<file path="config.mk">
export PLATFORM = sky130hd
export DESIGN_NAME = md_sequencer_flat
export DESIGN_NICKNAME = d
export VERILOG_FILES = /design/src/rtl/md_sequencer_if.sv /design/src/rtl/md_sequencer.sv /design/src/flat_wrapper.sv
export SDC_FILE = /design/constraint.sdc
export NUM_CORES = 1
export LEC_CHECK = 0
export ABC_CLOCK_PERIOD_IN_PS = 3400
export CAP_MARGIN = 0
export CORE_MARGIN = 4
export CORE_UTILIZATION = 45
export DETAILED_ROUTE_END_ITERATION = 8
export PLACE_DENSITY = 0.87
export SYNTH_ARGS = -nofsm -noshare
export SYNTH_HDL_FRONTEND = slang
export SYNTH_SLANG_ARGS = --single-unit
</file>
<file path="constraint.sdc">
create_clock -name CLK -period 3.4 [get_ports CLK]
set_clock_uncertainty 0.05 [all_clocks]
set_input_delay 0.34 -clock CLK [delete_from_list [all_inputs] [get_ports CLK]]
set_output_delay 0.34 -clock CLK [all_outputs]
set_load 0.01 [all_outputs]
</file>
<file path="src/rtl/md_sequencer_if.sv">
// Request and shared-adder signal bundle for md_sequencer; the sequencer takes the slave side,
// the datapath (requester plus the external 32-bit adder) takes the master side.
interface md_sequencer_if #(
   parameter int WIDTH = 32
);
   logic             START;
   logic             OP_DIV;
   logic [WIDTH-1:0] A;
   logic [WIDTH-1:0] B;
   logic             BUSY;
   logic             DONE;
   logic             DZ;
   logic [WIDTH-1:0] HI;
   logic [WIDTH-1:0] LO;
   logic [WIDTH-1:0] ADD_A;
   logic [WIDTH-1:0] ADD_B;
   logic             ADD_OP;
   logic             ADD_C0;
   logic [WIDTH-1:0] ADD_S;
   logic             ADD_C;

   modport master (
      output START, OP_DIV, A, B, ADD_S, ADD_C,
      input  BUSY, DONE, DZ, HI, LO, ADD_A, ADD_B, ADD_OP, ADD_C0
   );

   modport slave (
      input  START, OP_DIV, A, B, ADD_S, ADD_C,
      output BUSY, DONE, DZ, HI, LO, ADD_A, ADD_B, ADD_OP, ADD_C0
   );
endinterface

</file>
<file path="src/rtl/md_sequencer.sv">
// MULTU/DIVU sequencer: shift-add multiply and restoring divide through an external adder into HI/LO.
// Optional MD_DIV0_FAST_EN: divide by zero finishes straight from IDLE instead of iterating.
module md_sequencer #(
   parameter int WIDTH = 32
) (
   input  logic           CLK,
   input  logic           RST,
   md_sequencer_if.slave  bus
);

   localparam int CW = $clog2(WIDTH);

   typedef enum logic [1:0] {
      S_IDLE,
      S_MUL,
      S_DIV,
      S_DONE
   } state_t;

   state_t           state_q, state_d;
   logic [WIDTH-1:0] hi_q, hi_d;
   logic [WIDTH-1:0] lo_q, lo_d;
   logic [WIDTH-1:0] m_q, m_d;
   logic [CW-1:0]    cnt_q, cnt_d;
   logic             busy_q, busy_d;
   logic             done_q, done_d;
   logic             dz_q, dz_d;

   logic [WIDTH-1:0] add_a, add_b;
   logic             add_op, add_c0;
   logic             last_iter;
   logic             sub_ok;
   logic             fast_div0;

   assign last_iter = (cnt_q == CW'(WIDTH - 1));
   // The bit shifted out of HI makes the partial remainder exceed any 32-bit divisor.
   assign sub_ok    = hi_q[WIDTH-1] | bus.ADD_C;

`ifdef MD_DIV0_FAST_EN
   assign fast_div0 = bus.OP_DIV && (bus.B == '0);
`else
   assign fast_div0 = 1'b0;
`endif

   always_comb begin
      add_a  = '0;
      add_b  = '0;
      add_op = 1'b0;
      add_c0 = 1'b0;
      case (state_q)
         S_MUL: begin
            add_a = hi_q;
            add_b = m_q;
         end
         S_DIV: begin
            add_a  = {hi_q[WIDTH-2:0], lo_q[WIDTH-1]};
            add_b  = m_q;
            add_op = 1'b1;
            add_c0 = 1'b1;
         end
         default: begin
         end
      endcase
   end

   always_comb begin
      state_d = state_q;
      hi_d    = hi_q;
      lo_d    = lo_q;
      m_d     = m_q;
      cnt_d   = cnt_q;
      dz_d    = dz_q;
      case (state_q)
         S_IDLE: begin
            if (bus.START) begin
               hi_d  = '0;
               cnt_d = '0;
               dz_d  = 1'b0;
               if (fast_div0) begin
                  state_d = S_DONE;
                  hi_d    = bus.A;
                  lo_d    = '1;
                  m_d     = '0;
                  dz_d    = 1'b1;
               end else if (bus.OP_DIV) begin
                  state_d = S_DIV;
                  lo_d    = bus.A;
                  m_d     = bus.B;
               end else begin
                  state_d = S_MUL;
                  lo_d    = bus.B;
                  m_d     = bus.A;
               end
            end
         end
         S_MUL: begin
            cnt_d = cnt_q + CW'(1);
            if (lo_q[0]) begin
               hi_d = {bus.ADD_C, bus.ADD_S[WIDTH-1:1]};
               lo_d = {bus.ADD_S[0], lo_q[WIDTH-1:1]};
            end else begin
               hi_d = {1'b0, hi_q[WIDTH-1:1]};
               lo_d = {hi_q[0], lo_q[WIDTH-1:1]};
            end
            if (last_iter) begin
               state_d = S_DONE;
            end
         end
         S_DIV: begin
            cnt_d = cnt_q + CW'(1);
            if (m_q == '0) begin
               dz_d = 1'b1;
            end
            if (sub_ok) begin
               hi_d = bus.ADD_S;
               lo_d = {lo_q[WIDTH-2:0], 1'b1};
            end else begin
               hi_d = {hi_q[WIDTH-2:0], lo_q[WIDTH-1]};
               lo_d = {lo_q[WIDTH-2:0], 1'b0};
            end
            if (last_iter) begin
               state_d = S_DONE;
            end
         end
         S_DONE: begin
            state_d = S_IDLE;
         end
         default: begin
            state_d = S_IDLE;
         end
      endcase
      busy_d = (state_d != S_IDLE);
      done_d = (state_d == S_DONE);
   end

   always_ff @(posedge CLK or posedge RST) begin
      if (RST) begin
         state_q <= S_IDLE;
         hi_q    <= '0;
         lo_q    <= '0;
         m_q     <= '0;
         cnt_q   <= '0;
         busy_q  <= 1'b0;
         done_q  <= 1'b0;
         dz_q    <= 1'b0;
      end else begin
         state_q <= state_d;
         hi_q    <= hi_d;
         lo_q    <= lo_d;
         m_q     <= m_d;
         cnt_q   <= cnt_d;
         busy_q  <= busy_d;
         done_q  <= done_d;
         dz_q    <= dz_d;
      end
   end

   assign bus.BUSY   = busy_q;
   assign bus.DONE   = done_q;
   assign bus.DZ     = dz_q;
   assign bus.HI     = hi_q;
   assign bus.LO     = lo_q;
   assign bus.ADD_A  = add_a;
   assign bus.ADD_B  = add_b;
   assign bus.ADD_OP = add_op;
   assign bus.ADD_C0 = add_c0;

endmodule

</file>
<file path="src/flat_wrapper.sv">
// flat-port wrapper written by rule: the top's interface ports become plain ports
module md_sequencer_flat 
#(
   parameter int WIDTH = 32
)
  (CLK, RST, bus_START, bus_OP_DIV, bus_A, bus_B, bus_ADD_S, bus_ADD_C, bus_BUSY, bus_DONE, bus_DZ, bus_HI, bus_LO, bus_ADD_A, bus_ADD_B, bus_ADD_OP, bus_ADD_C0);
  md_sequencer_if #(.WIDTH(WIDTH)) bus_i ();
  input  logic CLK;
  input  logic RST;
  input wire logic [$bits(bus_i.START)-1:0] bus_START;
  input wire logic [$bits(bus_i.OP_DIV)-1:0] bus_OP_DIV;
  input wire logic [$bits(bus_i.A)-1:0] bus_A;
  input wire logic [$bits(bus_i.B)-1:0] bus_B;
  input wire logic [$bits(bus_i.ADD_S)-1:0] bus_ADD_S;
  input wire logic [$bits(bus_i.ADD_C)-1:0] bus_ADD_C;
  output wire logic [$bits(bus_i.BUSY)-1:0] bus_BUSY;
  output wire logic [$bits(bus_i.DONE)-1:0] bus_DONE;
  output wire logic [$bits(bus_i.DZ)-1:0] bus_DZ;
  output wire logic [$bits(bus_i.HI)-1:0] bus_HI;
  output wire logic [$bits(bus_i.LO)-1:0] bus_LO;
  output wire logic [$bits(bus_i.ADD_A)-1:0] bus_ADD_A;
  output wire logic [$bits(bus_i.ADD_B)-1:0] bus_ADD_B;
  output wire logic [$bits(bus_i.ADD_OP)-1:0] bus_ADD_OP;
  output wire logic [$bits(bus_i.ADD_C0)-1:0] bus_ADD_C0;
  assign bus_i.START = bus_START;
  assign bus_i.OP_DIV = bus_OP_DIV;
  assign bus_i.A = bus_A;
  assign bus_i.B = bus_B;
  assign bus_i.ADD_S = bus_ADD_S;
  assign bus_i.ADD_C = bus_ADD_C;
  assign bus_BUSY = bus_i.BUSY;
  assign bus_DONE = bus_i.DONE;
  assign bus_DZ = bus_i.DZ;
  assign bus_HI = bus_i.HI;
  assign bus_LO = bus_i.LO;
  assign bus_ADD_A = bus_i.ADD_A;
  assign bus_ADD_B = bus_i.ADD_B;
  assign bus_ADD_OP = bus_i.ADD_OP;
  assign bus_ADD_C0 = bus_i.ADD_C0;
  md_sequencer #(.WIDTH(WIDTH)) u_core (.CLK(CLK), .RST(RST), .bus(bus_i));
endmodule
</file>
==> run metrics <==
via count of the first global-routing pass around 6400; startpoint kind of the worst setup timing path flop; routability congestion estimate about 0.8; maximum number of pins on one net before global-route repair 87; main combinational cell family by area after synthesis compound AO/OA/AOI/OAI gates; # nets final approximately 1100; clock period minus worst slack slightly below 3 ns; post-CTS repair timing setup buffer count 0; fraction of final layout cells with drive strength greater than 1 0.138; mux contribution to synthesized area 0.198; width of the die approximately 130 um; CTS Root Buffer Type clkbuf_16; data required time at the worst endpoint 3.01 ns; actual transition at the worst max-transition pin just under 1 ns; commonest non-fill, non-tap cells in the layout clkdlybuf4s50_1 (232), nand2_1 (117), o21ai_0 (113); number of cells traversed by the worst register-to-register path 5; class of the most critical hold timing path input pin to asynchronous set/reset pin; number of buffers inserted for hold repair after clock tree synthesis 0; floorplan row count 45; effective utilization at floorplan 0.464; worst max-slew margin expressed relative to the limit 0.357; GRT Residual Overflow 0; Routed Wire Length 21.6 mm; average cell area after synthesis between 9 and 10 um^2; area of all placed cells without fillers 0.00978 mm^2; DRC Markers 0; Crit Path Category flop to output pin; adder and majority cell fraction of the synthesized area 0.0123; met3 wire len about 1.1 mm; global-route wire length before repair ~35 mm; power density relative to cell area between 800 and 900 mW/mm^2; post-placement cell area approximately 0.0095 mm^2; Num CTS Buffers 9; register-to-register setup slack approximately 0.80 ns; end of the worst register-to-register path u_core.bus.HI[11]; count of antenna-violating nets left after detailed routing 0; post-synthesis sequential area ratio 0.372; Met2 Routed Length 10.8 mm; number of antenna violations at the first check in global routing 0; clock transition time at the flip-flop clock pins of the worst setup and hold paths 0.08 ns; synthesized-area fraction occupied by and/or/nand/nor cells 0.145; Max Slew Vio Count 0; most common library cell in the layout ignoring fill and taps clkdlybuf4s50_1; iteration-0 DRC count of the detailed router 525; number of distinct library cells after synthesis 40; type of destination of the critical path output pin; count of cells resized by post-cts repair 0; Max FO, Critical Path 86; final hold violations 0; share of the synthesized area in compound gates (AO/OA/AOI/OAI) 0.215; Floorplan Core Area 0.0154 mm^2; run status finished clean; via density per instance between 5 and 6; first drt pass iteration count 5; top-level I/O count between 200 and 250; XOR/XNOR share of the synthesized area 0; WL met1 around 9 mm; Yosys Warn Count 0; synthesized instance count 774; Cell Area, Synth roughly 0.0071 mm^2; IR drop worst, VDD between 0.8 and 0.9 mV; number of storage elements in the synthesis netlist roughly 110; growth of design area from synthesis to finish 37.2%; number of buffers inserted by port buffering between 200 and 250; diodes inserted 0; unrepaired setup endpoints after global routing false; data arrival time of the critical path about 2.6 ns; final total negative setup slack 0 ns; final period utilization 0.870; insertion delay to the later sink of the worst-skew pair around 0.35 ns; count of maximum capacitance violations 0; die outline area 0.0179 mm^2; TritonCTS clock tree yes; overall die height approximately 130 um; top achievable clock speed between 300 and 400 MHz; highest routing layer actually used met4; total design power 0.00831 W; vias ~6600; HPWL Detailed around 15 mm; total leakage power 3.90 nW; global-route usage over all layers 0.237; net count after synthesis just under 900; routed length per placed instance 18.4 um; maximum root-to-sink buffer count 2; Setup Viol. Count Final 0; clock sink count about 110; launching point of the worst reg2reg path u_core.state_q[0]; # H-tree levels 3
==> layout make-up <==
type	count	area, um^2
inverter	6	25.0
multi-input combinational	588	4100
fill	1247	5590
tap	211	264
sequential	106	2650
clock buffer	10	239
clock inverter	6	48.8
timing repair buffer	247	2450
==> metrics by stage <==
| stage | hold slack [ns] | util | instances | setup WS, ns |
|---|---|---|---|---|
| 2_1_floorplan | 0.414 | - | 774 | 0.221 |
| 3_3_place_gp | 0.431 | 0.618 | 1158 | 0.851 |
| 3_5_place_dp | 0.440 | 0.618 | 1158 | 0.762 |
| 4_1_cts | 0.348 | 0.636 | 1174 | 0.418 |
| 5_1_grt | 0.371 | 0.636 | 1174 | 0.316 |
| 6_report | 0.334 | 0.636 | 1174 | 0.444 |
==> critical path: stages, from the launching register on <==
cell and delay (ns):
dfrtp_1 0.44, inv_1 0.15, ha_4 0.77, nor2b_1 0.25, clkdlybuf4s50_1 0.59
==> layer usage <==
layer	vias up	track usage
li1	3162	-
met1	3173	0.312
met2	217	0.402
met3	40	0.0413
met4	0	0.0669
met5	-	0
==> synthesized netlist by cell type (all sizes together) <==
master | instances | area, um^2
a22oi | 94 | 706
a211o | 1 | 8.76
nand2b | 2 | 20.0
nor4 | 6 | 37.5
nor2b | 33 | 206
nand3 | 3 | 15.0
a22o | 1 | 8.76
a31oi | 1 | 6.26
nand2 | 118 | 443
o32ai | 6 | 90.1
o21ai | 123 | 616
mux2 | 89 | 1000
o31ai | 1 | 7.51
and2 | 33 | 206
a21oi | 1 | 5.00
buf | 39 | 257
a32oi | 1 | 8.76
mux2i | 41 | 410
inv | 6 | 22.5
dfrtp | 106 | 2650
a21o | 6 | 45.0
ha | 7 | 87.6
nor3 | 3 | 15.0
nor4b | 1 | 8.76
o221ai | 1 | 8.76
clkbuf | 35 | 133
nor2 | 8 | 37.5
and3 | 2 | 12.5
a32o | 2 | 20.0
nand4 | 2 | 12.5
nand3b | 2 | 18.8
==> sequential cells by signal, indices dropped and copies added, names as in the netlist <==
signal,count
u_core.bus.HI,32
u_core.bus.LO,32
u_core.m_q,32
u_core.bus.DZ,1
u_core.state_q,2
u_core.cnt_q,5
u_core.bus.BUSY,1
u_core.bus.DONE,1
==> where the power goes <==
part	total (W)	switching [W]	internal, W	leakage (nW)
logic	0.00490	0.00254	0.00236	2.39
registers	0.00240	0.000606	0.00179	1.36
clock network	0.00101	0.000488	0.000525	0.143
total	0.00831	0.00364	0.00467	3.90
==> how the worst max path moves through the flow <==
stage                 startpoint           endpoint  slack (ns)  cells past startpoint
6_report       u_core.state_q[0]      bus_ADD_A[20]        0.44                      4
5_1_grt        u_core.state_q[0]      bus_ADD_A[20]        0.32                      4
4_1_cts        u_core.state_q[0]      bus_ADD_A[20]        0.42                      4
3_5_place_dp           bus_START  u_core.bus.HI[11]        0.76                      6
3_3_place_gp   u_core.state_q[0]       bus_ADD_A[3]        0.85                      4
2_1_floorplan                RST    u_core.bus.BUSY        0.22                      1
==> cells by family (layout without fill, tap and decap cells) <==
family / count (synthesis) / count (layout)
AO/OA/AOI/OAI: 238 / 238
AND/OR/NAND/NOR: 213 / 213
multiplexers: 130 / 130
flip-flops: 106 / 106
buffers and inverters: 80 / 269
adder cells (fa/ha/maj): 7 / 7
(Power assumes the default switching activity.)
